`config.mk`:
```
export PLATFORM = sky130hd
export DESIGN_NAME = pc_fetch_unit
export DESIGN_NICKNAME = d
export VERILOG_FILES = /design/src/rtl/pc_fetch_unit.sv
export SDC_FILE = /design/constraint.sdc
export NUM_CORES = 1
export LEC_CHECK = 0
export ABC_AREA = 1
export BUFFER_PORTS_ARGS = -buffer_cell sky130_fd_sc_hd__buf_2
export CORE_MARGIN = 5
export CORE_UTILIZATION = 50
export DETAILED_ROUTE_END_ITERATION = 7
export PLACE_DENSITY_LB_ADDON = 0.15
export SYNTH_ARGS = -nofsm -noshare
export SYNTH_HDL_FRONTEND = slang
export SYNTH_SLANG_ARGS = --single-unit
```
`constraint.sdc`:
```
create_clock -name clk -period 3.2 [get_ports clk]
set_clock_uncertainty 0.05 [all_clocks]
set_input_delay 0.16 -clock clk [delete_from_list [all_inputs] [get_ports clk]]
set_output_delay 0.16 -clock clk [all_outputs]
set_load 0.1 [all_outputs]
```
`src/rtl/pc_fetch_unit.sv`:
```
// -----------------------------------------------------------------------------
// pc_fetch_unit
//
// Instruction-fetch stage sitting directly in front of decode. Holds the
// program counter, fetches one instruction per step from instruction memory
// using a simple ready handshake, presents it to decode, and on acknowledge
// computes the next PC and bumps the retired-instruction count.
//
// Sequence per instruction: BOOT (after reset only) -> FETCH -> EXEC -> FETCH.
// With zero-wait memory this gives one instruction every two cycles.
//
// Optional feature (compile-time macro PC_ALIGN_CHECK_EN):
//   defined   : a selected next-PC target with nonzero [1:0] sets the sticky
//               misalign_err flag, and the PC loads the target with [1:0]
//               cleared.
//   undefined : misalign_err is tied low and the PC loads the target as is.
//
// Parameters:
//   ADDR_WIDTH  PC / memory address width (must be >= 28 for the jump form)
//   DATA_WIDTH  instruction width
//   RESET_PC    PC value loaded on reset
//   PC_STEP     sequential PC increment
//
// Ports:
//   clk, rst_n    rising-edge clock, asynchronous active-low reset
//   pc_sel        next-PC select: 0 seq, 1 cond branch, 2 jump, 3 register,
//                 4 branch-if-negative, 5..7 seq
//   beq, bne      branch qualifiers (only looked at when pc_sel == 1)
//   zero, neg     ALU flags (zero used for pc_sel 1, neg for pc_sel 4)
//   branch_imm    signed word offset for branches
//   jump_target   word target for jumps
//   rs_data       register target for pc_sel 3
//   instr_ack     core has executed the presented instruction
//   imem_req      fetch request (high throughout FETCH)
//   imem_addr     fetch address, equals the PC
//   imem_rdata    fetched instruction, valid when imem_ready is high
//   imem_ready    memory data valid this cycle
//   instr_out     instruction presented to decode
//   instr_valid   instr_out is valid (high throughout EXEC)
//   pc_out        PC of the presented instruction
//   retired       retired-instruction count, wraps at 2^32
//   misalign_err  sticky misaligned-target flag
// -----------------------------------------------------------------------------
module pc_fetch_unit #(
    parameter int                    ADDR_WIDTH = 32,
    parameter int                    DATA_WIDTH = 32,
    parameter logic [ADDR_WIDTH-1:0] RESET_PC   = '0,
    parameter int                    PC_STEP    = 4
) (
    input  logic                  clk,
    input  logic                  rst_n,
    input  logic [2:0]            pc_sel,
    input  logic                  beq,
    input  logic                  bne,
    input  logic                  zero,
    input  logic                  neg,
    input  logic [15:0]           branch_imm,
    input  logic [25:0]           jump_target,
    input  logic [ADDR_WIDTH-1:0] rs_data,
    input  logic                  instr_ack,
    output logic                  imem_req,
    output logic [ADDR_WIDTH-1:0] imem_addr,
    input  logic [DATA_WIDTH-1:0] imem_rdata,
    input  logic                  imem_ready,
    output logic [DATA_WIDTH-1:0] instr_out,
    output logic                  instr_valid,
    output logic [ADDR_WIDTH-1:0] pc_out,
    output logic [31:0]           retired,
    output logic                  misalign_err
);

    typedef enum logic [1:0] {
        BOOT  = 2'd0,
        FETCH = 2'd1,
        EXEC  = 2'd2
    } state_t;

    state_t                  state_q, state_d;
    logic [ADDR_WIDTH-1:0]   pc_q;
    logic [ADDR_WIDTH-1:0]   pc_out_q;
    logic [DATA_WIDTH-1:0]   instr_q;
    logic [31:0]             retired_q;

    logic [ADDR_WIDTH-1:0]   pc4;
    logic [ADDR_WIDTH-1:0]   br_off;
    logic [ADDR_WIDTH-1:0]   btgt;
    logic [ADDR_WIDTH-1:0]   target;
    logic [ADDR_WIDTH-1:0]   next_pc;

    logic                    fetch_done;
    logic                    exec_done;

    // -------------------------------------------------------------------------
    // FSM: state register
    // -------------------------------------------------------------------------
    // NOTE: every clocked block uses non-blocking (<=) assignments so all
    // registers update together from pre-edge values; blocking (=) here would
    // create order-dependent simulation and sim/synth mismatches.
    always_ff @(posedge clk or negedge rst_n) begin
        if (!rst_n) begin
            state_q <= BOOT;
        end else begin
            state_q <= state_d;
        end
    end

    // -------------------------------------------------------------------------
    // FSM: next state and state-decoded outputs
    // -------------------------------------------------------------------------
    // NOTE: every signal written here gets a default before the case; a path
    // that leaves one unassigned would infer a latch.
    always_comb begin
        state_d     = state_q;
        imem_req    = 1'b0;
        instr_valid = 1'b0;
        fetch_done  = 1'b0;
        exec_done   = 1'b0;
        case (state_q)
            BOOT: begin
                state_d = FETCH;
            end
            FETCH: begin
                imem_req = 1'b1;
                if (imem_ready) begin
                    fetch_done = 1'b1;
                    state_d    = EXEC;
                end
            end
            EXEC: begin
                instr_valid = 1'b1;
                if (instr_ack) begin
                    exec_done = 1'b1;
                    state_d   = FETCH;
                end
            end
            default: begin
                state_d = BOOT;
            end
        endcase
    end

    // -------------------------------------------------------------------------
    // Next-PC selection. Qualifiers are only evaluated inside the branch arm
    // that uses them, so unknowns on unrelated inputs cannot leak into the
    // result.
    // -------------------------------------------------------------------------
    always_comb begin
        pc4    = pc_q + ADDR_WIDTH'(PC_STEP);
        br_off = {{(ADDR_WIDTH-18){branch_imm[15]}}, branch_imm, 2'b00};
        btgt   = pc4 + br_off;
        target = pc4;
        case (pc_sel)
            3'd1: begin
                if ((beq & zero) | (bne & ~zero)) begin
                    target = btgt;
                end
            end
            3'd2: begin
                // Keep the upper region bits of pc4, replace the low 28 bits.
                target[27:0] = {jump_target, 2'b00};
            end
            3'd3: begin
                target = rs_data;
            end
            3'd4: begin
                if (neg) begin
                    target = btgt;
                end
            end
            default: begin
                target = pc4;
            end
        endcase
    end

`ifdef PC_ALIGN_CHECK_EN
    logic misalign_q;

    assign next_pc = {target[ADDR_WIDTH-1:2], 2'b00};

    always_ff @(posedge clk or negedge rst_n) begin
        if (!rst_n) begin
            misalign_q <= 1'b0;
        end else if (exec_done && (target[1:0] != 2'b00)) begin
            misalign_q <= 1'b1;
        end
    end

    assign misalign_err = misalign_q;
`else
    assign next_pc      = target;
    assign misalign_err = 1'b0;
`endif

    // -------------------------------------------------------------------------
    // Datapath registers
    // -------------------------------------------------------------------------
    always_ff @(posedge clk or negedge rst_n) begin
        if (!rst_n) begin
            pc_q      <= RESET_PC;
            pc_out_q  <= RESET_PC;
            instr_q   <= '0;
            retired_q <= '0;
        end else begin
            if (fetch_done) begin
                instr_q  <= imem_rdata;
                pc_out_q <= pc_q;
            end
            if (exec_done) begin
                pc_q      <= next_pc;
                retired_q <= retired_q + 32'd1;
            end
        end
    end

    assign imem_addr = pc_q;
    assign pc_out    = pc_out_q;
    assign instr_out = instr_q;
    assign retired   = retired_q;

endmodule

```
Yosys cells after proc, flatten, opt, wreduce, memory -nomap -nowiden
Index checks and enable logic that the tools add are counted.
{"block": "op_classes", "add_sub_neg": 3, "n_eq_ne": 8, "n_mux": 13, "bitwise": 4, "n_reduce_logical": 2}
{"cell": "$pmux 28 s4", "n": 1}
{"cell": "$mux 32", "n": 2}
{"cell": "$add 32x1->32 const B", "n": 1}
{"cell": "$add 32x3->32 const B", "n": 1}
{"cell": "$add 32x32->32", "n": 1}
{"cell": "$pmux 4 s3", "n": 1}
{"cell": "$eq 3x2->1 const B", "n": 2}
{"cell": "$mux 1", "n": 6}
{"cell": "$pmux 2 s3", "n": 1}
{"cell": "$mux 2", "n": 2}
{"cell": "$ne 2x2->1 const B", "n": 2}
{"cell": "$eq 3x1->1 const B", "n": 1}
{"cell": "$eq 3x3->1 const B", "n": 1}
{"cell": "$and 1x1->1", "n": 2}
{"cell": "$eq 2x1->1 const B", "n": 1}
{"cell": "$eq 2x2->1 const B", "n": 1}
{"cell": "$logic_not 2->1", "n": 1}
{"cell": "$reduce_and 2->1", "n": 1}
{"cell": "$not 1->1", "n": 1}
{"cell": "$or 1x1->1", "n": 1}
{"block": "totals", "ff_bits": 130, "inputBits": 117, "wordCells": 35}

Longest topological paths before layout
Gate-level depths: netlist of the first run.
{"block": "logic_depth", "ltp_word": 5, "depth_mapped": 23}

Worst setup path before layout of the first run
No wires, ideal clock.
{"block": "synth_timing", "path_kind": "reg-to-reg", "from": "register pc_q[2], in the netlist imem_addr[2]", "to": "register pc_q[10], in the netlist imem_addr[10]", "setup_time_ns": 0.122, "t_arrival_ns": 3.291, "required_ns": 3.028, "slack_ns": -0.263, "path_stages_with_launch": 19, "n_path_buf": 0, "period_less_slack_ns": 3.463, "path_cell_list": "dfrtp_1 > ha_1 > nand2_1 > nor2_2 > nand2_1 > nor2_2 > xor2_1 > ha_1 > nand2_1 > inv_1 > nand2_1 > nand2_1 > inv_1 > o21ai_0 > or2_2 > nand3_1 > nand4_1 > o21ai_0 > inv_1"}
{"block": "synth_between", "elab_chain_len": 4, "word_cells_on_any_way": 5, "cone_classes": "2 x add/sub; 3 x mux"}
{"item": "start: declaration", "line_no": "79", "source": "logic [ADDR_WIDTH-1:0] pc_q;"}
{"item": "start signal: assignment", "line_no": "210", "source": "pc_q <= next_pc;"}
{"item": "$add 32x3->32 (*)", "line_no": "148", "source": "pc4 = pc_q + ADDR_WIDTH'(PC_STEP);"}
{"item": "$add 32x32->32", "line_no": "150", "source": "btgt = pc4 + br_off;"}
{"item": "$mux 32, on equally long branches", "line_no": "166, 154"}
{"item": "$pmux 28 s4 (*)", "line_no": "152", "source": "case (pc_sel)"}
Mark *: on every way between the ends. The rest lies on a longest branch, timed or not.
A chain may end at the register's enable or synchronous reset.

Worst setup path after layout of the first run
{"block": "layout_timing", "from": "register pc_q[8], in the netlist imem_addr[8]", "to": "register pc_q[14], in the netlist imem_addr[14]"}
Same word-level chain as after synthesis.

==> results of run 1 <==
-- layout make-up --
| type | instances | area [um^2] | share of cell area, % |
|---|---|---|---|
| inverter | 213 | 800 | 6.42 |
| multi-input combinational | 940 | 5390 | 43.3 |
| clock inverter | 14 | 130 | 1.05 |
| timing repair buffer | 351 | 2130 | 17.1 |
| tap | 229 | 287 | 2.30 |
| sequential | 130 | 3270 | 26.3 |
| clock buffer | 18 | 439 | 3.53 |
-- cells by family (layout without fill, tap and decap cells) --
kind of cell	Yosys count	count (layout)	synth area share, %
fa+ha+maj	35	35	4.85
mux	34	34	4.17
flops	130	130	35.4
xor+xnor	47	47	4.49
simple gates	687	687	32.5
other cells	1	1	0.0409
buf+inv	240	596	9.97
compound gates	136	136	8.53
-- timing repair --
action / 4_1_cts / 5_1_grt
setup endpoints to repair: 16 / 23
buffers inserted: 0 / 7
hold buffers: 37 / 0
pin swaps: 0 / 16
endpoints found under the hold margin: 108 / 0
resized for setup: 6 / 85
-- registers in the layout, summed over array words and instances, names as in the netlist --
name and flops:
imem_addr 32, instr_out 32, pc_out 32, retired 32, state_q 2
-- layer usage --
layer | global-route usage (%) | vias up | wire length (um)
met3 | 5.08 | 63 | 2340
met4 | 10.8 | 0 | 1100
met1 | 39.3 | 4582 | 13700
met2 | 50.0 | 426 | 16000
li1 | - | 4852 | -
met5 | 0 | - | 0
-- stage by stage --
stage	util, %	hold WS (ns)	std cells
floorplan	-	-0.186	1310
global placement	61.4	0.304	1819
detailed placement	61.4	0.312	1819
CTS	66.8	0.0153	1888
global route	69.0	0.0584	1895
finish	69.0	0.0297	1895
-- cell usage in the layout (no fill, tap or decap), types with 15 or more instances in the layout --
cell and n:
buf_4 67, ha_1 26, nor2_2 23, nand2_2 22, clkbuf_16 17, a22oi_1 21, nor2_1 63, dfrtp_1 116
nand4_1 27, nand3_1 87, mux2_2 34, buf_2 245, o21ai_0 51, xnor2_1 15, inv_1 206, nand2_1 402
xor2_1 26, dlygate4sd3_1 37, a21oi_1 37
-- worst max-delay path: stages, from the launching register on --
cell,delay [ns]
dfrtp_2,0.41
nand2_2,0.13
nor2_2,0.16
nand2_1,0.12
nor2_4,0.14
xor2_1,0.16
inv_1,0.12
ha_1,0.33
buf_4,0.16
nand2_1,0.07
nand2_1,0.08
a21oi_2,0.19
nand3_1,0.24
o21ai_0,0.30
nand3_1,0.14
nand2_1,0.08
inv_1,0.04
-- how the worst max path moves through the flow --
stage                              start                         to  slack, ns  cells after the start
2_1_floorplan   imem_addr[4]$_DFFE_PN0P_  imem_addr[29]$_DFFE_PN0P_      0.002                     19
3_3_place_gp    imem_addr[3]$_DFFE_PN0P_  imem_addr[31]$_DFFE_PN0P_      -0.16                     19
3_5_place_dp    imem_addr[3]$_DFFE_PN0P_  imem_addr[31]$_DFFE_PN0P_      -0.21                     19
4_1_cts         imem_addr[3]$_DFFE_PN0P_  imem_addr[31]$_DFFE_PN0P_       -0.1                     19
5_1_grt        imem_addr[11]$_DFFE_PN0P_  imem_addr[29]$_DFFE_PN0P_      -0.09                     20
6_report        imem_addr[8]$_DFFE_PN0P_  imem_addr[14]$_DFFE_PN0P_       0.14                     16
==> impl_metrics.ini, run 1 <==
[layout]
syn_to_final_growth_pct = 35.6
drive_above_1_share_pct = 30.2
nets = 1805
diodes = 0
final_area_um2 = 12400
fillCellCount = 1544

[placement]
numPortBuffers = 246
dpl_cell_area_um2 = 11100
place_ws_ns = -0.213
hpwl_mm = 25.7
gp_congestion = 0.981

[floorplan]
io_pins = 248
die_x_um = 145
die-area_um2 = 21200
core_um2 = 18000
rows = 49
initial_core_util_pct = 50.9
fp.dieH_um = 145

[global_routing]
first_global_vias = 9602
grt_overflow = 0
grt_max_degree = 96
grt_pass1_wl_mm = 51.1
gr-usage-all-layers_pct = 29.9
antenna_found_initial = 0

[critical_path]
critPathKind = register to register
critPathArrivalTime_ns = 3.31
reg2reg_slack_ns = 0.14
cp_data_required_time_ns = 3.46
r2r-end = imem_addr[14]$_DFFE_PN0P_
r2r_start = imem_addr[8]$_DFFE_PN0P_
cp_max_fo = 4
cp-start-kind = register
reg2reg_depth = 16
critPathCaptureType = register

[worst_hold_path]
worstHoldStart = rs_data[28]
min_to = imem_addr[28]$_DFFE_PN0P_
hold_class = primary input to register
holdPathStages = 5

[synth]
yosysUniqueCellTypes = 39
synth_area_per_cell_um2 = 7.01
ys.flop_type = dfrtp_1
synth_top_area_share_pct = 35.4
yosysSeqAreaShare_pct = 35.4
synth.largest_area_cell = dfrtp_1
synth_seq_cells = 130
syn_nets = 1462
syn_area_um2 = 9180
synth_cells = 1310
ys_async_sr_fraction_pct = 100
synth_edf_count = 0
yosysWarnings = 0
synthTopCellsByArea = dfrtp_1, nand2_1, inv_1
yosysMostFrequentCell = nand2_1
synth_common_cells = nand2_1, inv_1, dfrtp_1

[timing]
finalSetupViolCount = 0
fin_setup_tns_ns = 0
worst_pin_slew_ns = 0.955
slew_headroom_pct = 36.4
timing.final.crit_share_pct = 95.6
rsz0062_at_grt = yes
setup_ws_ns = 0.141
maxSlewViolCount = 0
fmax_ghz = 0.327
finalHoldViolations = 0
min_period_ns = 3.06

[clock_network]
cts_tree = done
h-tree-depth = 4
cts_max_path_buffers = 2
cts_root_buf = clkbuf_16
cts.sinks = 130
clk_latency_ns = 0.42
clk_pin_slew_worst_paths_ns = 0.06
cts_buffers = 17

[drt]
wl_per_cell_um = 17.5
drcViolationCount = 0
vias = 9923
postRouteAntennaNets = 0
dr.pass1.iters = 6
wl_mm = 33.1
vias_per_cell = 5.24
initialDrtViolationCount = 752

[run]
maxCapViolations = 0

[status]
status = finished clean
Power of run 1 is not shown: default switching activity piles up to over one toggle a cycle in this logic, so the estimate is an artifact.
==> run 2: changes to the inputs <==
--- a/config.mk
+++ b/config.mk
@@ -7,8 +7,11 @@
 export LEC_CHECK = 0
 export ABC_AREA = 1
 export BUFFER_PORTS_ARGS = -buffer_cell sky130_fd_sc_hd__buf_2
+export CAP_MARGIN = 10
+export CELL_PAD_IN_SITES_DETAIL_PLACEMENT = 1
+export CELL_PAD_IN_SITES_GLOBAL_PLACEMENT = 1
 export CORE_MARGIN = 5
-export CORE_UTILIZATION = 50
+export CORE_UTILIZATION = 41
 export DETAILED_ROUTE_END_ITERATION = 7
 export PLACE_DENSITY_LB_ADDON = 0.15
 export SYNTH_ARGS = -nofsm -noshare
==> constraint.sdc (replaced) <==
create_clock -name clk -period 3.7 [get_ports clk]
set_clock_uncertainty 0.05 [all_clocks]
set_input_delay 0.185 -clock clk [delete_from_list [all_inputs] [get_ports clk]]
set_output_delay 0.185 -clock clk [all_outputs]
set_load 0.1 [all_outputs]
==> run 2 against run 1 <==
Flip-flop and latch count did not move. Die area grew 20%. Sequential share of layout area increased by 1.6 points. Worst setup slack gained 0.11 ns. Routed wire length increased by 19%. Highest routed layer unchanged. Critical path depth increased by 3. Hold slack better by 0.0043 ns. Register-to-register slack improved by 0.11 ns. Critical endpoint is now imem_addr[23]$_DFFE_PN0P_. Final cell count shrank 0.47%. Maximum frequency fell by 11%. Clock-buffer cell count fell by 1. Cell area is 6.1% lower.
==> impl_metrics.ini, run 2 (synthesized netlist as in run 1, its figures left out) <==
[placement]
numPortBuffers = 246
gp_congestion = 0.933
hpwl_mm = 29.0

[timing]
finalHoldViolations = 0
slew_headroom_pct = 31.5
rsz0062_at_grt = no
fmax_ghz = 0.290
maxSlewViolCount = 0
fin_setup_tns_ns = 0
worst_pin_slew_ns = 1.03
min_period_ns = 3.45
timing.final.crit_share_pct = 93.2
finalSetupViolCount = 0

[layout]
diodes = 0
syn_to_final_growth_pct = 27.3
drive_above_1_share_pct = 22.8
final_cell_mix = nand2_1, buf_2, inv_1
final_common_cell = nand2_1
nets = 1745

[status]
status = finished clean

[floorplan]
die_x_um = 160
core_um2 = 22000
initial_core_util_pct = 41.8
io_pins = 248
fp.dieH_um = 160
die-area_um2 = 25500
rows = 54

[drt]
wl_mm = 39.3
drcViolationCount = 0
vias_per_cell = 5.32
vias = 10031
dr.pass1.iters = 4
wl_per_cell_um = 20.8
initialDrtViolationCount = 647
postRouteAntennaNets = 0

[global_routing]
gr-usage-all-layers_pct = 30.6
grt_max_degree = 110
grt_pass1_wl_mm = 61.5
grt_overflow = 0
antenna_found_initial = 0
first_global_vias = 10875

[clock_network]
cts_tree = done
h-tree-depth = 4
cts_buffers = 17
clk_pin_slew_worst_paths_ns = 0.07
cts_setup_buffers = 0
cts.sinks = 130
cts_max_path_buffers = 2
clk_latency_ns = 0.42
cts_root_buf = clkbuf_16

[critical_path]
critPathCaptureType = register
reg2reg_depth = 19
cp-start-kind = register
cp_max_fo = 5
critPathKind = register to register
cp_data_required_time_ns = 3.96
critPathArrivalTime_ns = 3.71

[run]
maxCapViolations = 0

[worst_hold_path]
hold_class = primary input to register
holdPathStages = 2
==> run 2: worst paths after layout <==
path	slack [ns]	start	endpoint
worst max-delay path	0.25	imem_addr[2]$_DFFE_PN0P_	imem_addr[23]$_DFFE_PN0P_
worst min-delay path	0.03	imem_rdata[14]	instr_out[14]$_DFFE_PN0P_
worst max register to register	0.25	imem_addr[2]$_DFFE_PN0P_	imem_addr[23]$_DFFE_PN0P_
worst min register to register	0.42	retired[31]$_DFFE_PN0P_	retired[31]$_DFFE_PN0P_
max in group asynchronous	2.40	rst_n	imem_addr[29]$_DFFE_PN0P_
min in group asynchronous	0.41	rst_n	retired[15]$_DFFE_PN0P_
==> run 2: through the flow <==
| step | cells | hold WS (ns) | setup WS, ns | area [um^2] | util, % |
|---|---|---|---|---|---|
| 2_1_floorplan | 1310 | -0.161 | 0.237 | 9180 | - |
| 3_3_place_gp | 1820 | 0.342 | 0.339 | 10700 | 48.9 |
| 3_5_place_dp | 1820 | 0.341 | 0.234 | 10700 | 48.9 |
| 4_1_cts | 1886 | 0.000898 | 0.214 | 11700 | 53.1 |
| 5_1_grt | 1886 | 0.0293 | 0.00868 | 11700 | 53.2 |
| 6_report | 1886 | 0.0340 | 0.253 | 11700 | 53.2 |
==> run 2: layer usage <==
layer,part of all wire [%],vias up,global-route usage (%)
li1,-,4724,-
met1,42,4885,37.7
met2,50,325,54.4
met3,4.3,97,3.71
met4,3.8,0,12.5
met5,0,-,0
==> run 2: cell type report <==
type                    instances  area, um^2
clock buffers                  17         425
clock inverters                15         161
fillers                      2922       10300
inverters                     213         800
multi-input cells             940        5030
flip-flops and latches        130        3250
well taps                     280         350
repair buffers                291        1660
==> run 2: timing repair <==
action | 4_1_cts | 5_1_grt
endpoints found under the hold margin | 140 | 0
hold buffers | 34 | 0
endpoints found under the setup margin | 0 | 14
resized for setup | 0 | 6
==> run 2: worst max-delay path, stage by stage (launching register included) <==
cell	delay (ns)
dfrtp_1	0.44
ha_2	0.26
nand2_1	0.09
nor2_2	0.20
nand2_1	0.20
inv_1	0.20
nand4_1	0.09
and2_1	0.19
ha_1	0.35
nand2_1	0.09
nor2_2	0.18
nand2_1	0.18
nor2_1	0.13
nand2_1	0.12
nand3_1	0.12
nand2_1	0.06
nand3_1	0.07
nand3b_1	0.18
nand2_1	0.10
inv_1	0.04
Power of run 2 is left out for the same reason.
==> run 3: changes to the inputs <==
--- a/config.mk
+++ b/config.mk
@@ -8,10 +8,10 @@
 export ABC_AREA = 1
 export BUFFER_PORTS_ARGS = -buffer_cell sky130_fd_sc_hd__buf_2
 export CAP_MARGIN = 10
-export CELL_PAD_IN_SITES_DETAIL_PLACEMENT = 1
-export CELL_PAD_IN_SITES_GLOBAL_PLACEMENT = 1
+export CELL_PAD_IN_SITES_DETAIL_PLACEMENT = 0
+export CELL_PAD_IN_SITES_GLOBAL_PLACEMENT = 2
 export CORE_MARGIN = 5
-export CORE_UTILIZATION = 41
+export CORE_UTILIZATION = 31
 export DETAILED_ROUTE_END_ITERATION = 7
 export PLACE_DENSITY_LB_ADDON = 0.15
 export SYNTH_ARGS = -nofsm -noshare
==> run 3 against run 2 <==
Final cell count increased by 6.4%. Worst setup slack got worse by 0.086 ns. Cell area increased by 2.1%. Flip-flop and latch count unchanged. Maximum frequency decreased by 2.4%. Non-clock buffer count increased by 11. Critical path type unchanged. Largest cell class unchanged.
==> impl_metrics.ini, run 3 (synthesized netlist as in run 1, its figures left out) <==
[drt]
vias = 9413
initialDrtViolationCount = 626
postRouteAntennaNets = 0
drcViolationCount = 0
wl_mm = 36.3
dr.pass1.iters = 5
vias_per_cell = 4.69
wl_per_cell_um = 18.1

[timing]
slew_headroom_pct = 29.5
fmax_ghz = 0.283
min_period_ns = 3.53
worst_pin_slew_ns = 1.06
finalSetupViolCount = 0
timing.final.crit_share_pct = 95.5
finalHoldViolations = 0
fin_setup_tns_ns = 0
maxSlewViolCount = 0
rsz0062_at_grt = no

[floorplan]
fp.dieH_um = 182
rows = 63
initial_core_util_pct = 31.2
die-area_um2 = 33100
io_pins = 248
core_um2 = 29400
die_x_um = 182

[global_routing]
grt_pass1_wl_mm = 54.9
gr-usage-all-layers_pct = 21.5
first_global_vias = 9288
antenna_found_initial = 0
grt_overflow = 0
grt_max_degree = 109

[clock_network]
h-tree-depth = 4
clk_pin_slew_worst_paths_ns = 0.06
cts_root_buf = clkbuf_16
cts_tree = done
clk_latency_ns = 0.43
cts_buffers = 17
cts.sinks = 130
cts_max_path_buffers = 2

[placement]
dpl_cell_area_um2 = 10900
numPortBuffers = 246
hpwl_mm = 29.4
gp_congestion = 0.878

[critical_path]
cp_common_cell = nand2_1
cp_data_required_time_ns = 3.97
worstPathCellList = ha_2 -> nand2_1 -> nor2_4 -> inv_1 -> nor2_2 -> xor2_1 -> inv_1 -> ha_1 -> nand2_1 -> inv_1 -> nand2_1 -> nor2_2 -> nand4_1 -> nand3_1 -> nand2_1 -> nand3_1 -> nand3b_1 -> nand2_1 -> inv_1
r2r_start = imem_addr[3]$_DFFE_PN0P_
max_stage_delay_ns = 0.43
cp_max_fo = 5
path_buf_inv = 4
critPathArrivalTime_ns = 3.80
crit_path_start = imem_addr[3]$_DFFE_PN0P_
cp-start-kind = register
worst_path_max_delay_cell = dfrtp_1
critPathCaptureType = register
critPathKind = register to register
path_delay_family = simple AND/OR/NAND/NOR gates

[worst_hold_path]
worstHoldStart = rs_data[30]
hold_class = primary input to register

[layout]
drive_above_1_share_pct = 23.2
final_area_um2 = 11900
final_util_pct = 40.6
syn_to_final_growth_pct = 29.9
final_cell_mix = nand2_1, buf_2, inv_1
final_common_cell = nand2_1
nets = 1756
diodes = 0

[run]
maxCapViolations = 0

[status]
status = finished clean
[run 3: changes by cell type in the layout (fill, tap and decap cells not counted), sizes merged]
cell,delta
buf,+8
bufinv,+1
clkbuf,+5
clkinv,+4
clkinvlp,+1
dlygate4sd3,+3
inv,-11
[run 3: worst paths after layout]
kind,end,slack [ns],cells past startpoint
min,imem_addr[30]$_DFFE_PN0P_,0.03,5
max,imem_addr[21]$_DFFE_PN0P_,0.17,19
max in group asynchronous,instr_out[24]$_DFFE_PN0P_,2.20,3
min in group asynchronous,retired[17]$_DFFE_PN0P_,0.44,2
max reg2reg,imem_addr[21]$_DFFE_PN0P_,0.17,19
min reg2reg,retired[31]$_DFFE_PN0P_,0.41,1
[run 3: cell type report]
cell class                      count  area (um^2)
Clock inverter                     10          109
Multi-Input combinational cell    940         5060
Sequential cell                   130         3250
Timing Repair Buffer              302         1750
Tap cell                          390          488
Inverter                          213          800
Fill cell                        3161        17500
Clock buffer                       22          464
[run 3: per-stage QoR]
step | hold WS [ns] | instances | setup WS, ns
after global routing | 0.0332 | 2007 | 0.0155
after detailed placement | 0.370 | 1938 | -0.0988
after floorplan | -0.161 | 1310 | 0.237
after CTS | 0.0122 | 2007 | 0.0438
after global placement | 0.368 | 1938 | -0.121
final | 0.0282 | 2007 | 0.168
[run 3: routing by layer]
layer	GRT usage, %	share of wire, %
met5	0	0
met3	3.67	5.5
met2	35.5	46
met4	6.09	2.3
met1	29.2	46
[run 3: repair_timing]
| item | in CTS | in global routing |
|---|---|---|
| hold endpoints to repair | 143 | 0 |
| hold buffers | 37 | 0 |
| resized for setup | 3 | 8 |
| setup buffers | 0 | 0 |
| endpoints found under the setup margin | 4 | 15 |
[run 3: tightest hold or removal path: stages]
cell and delay [ns]:
buf_2 0.08, nand2_1 0.05, nand3_1 0.08, nand2_1 0.05, inv_1 0.04
Power of run 3 is left out for the same reason.
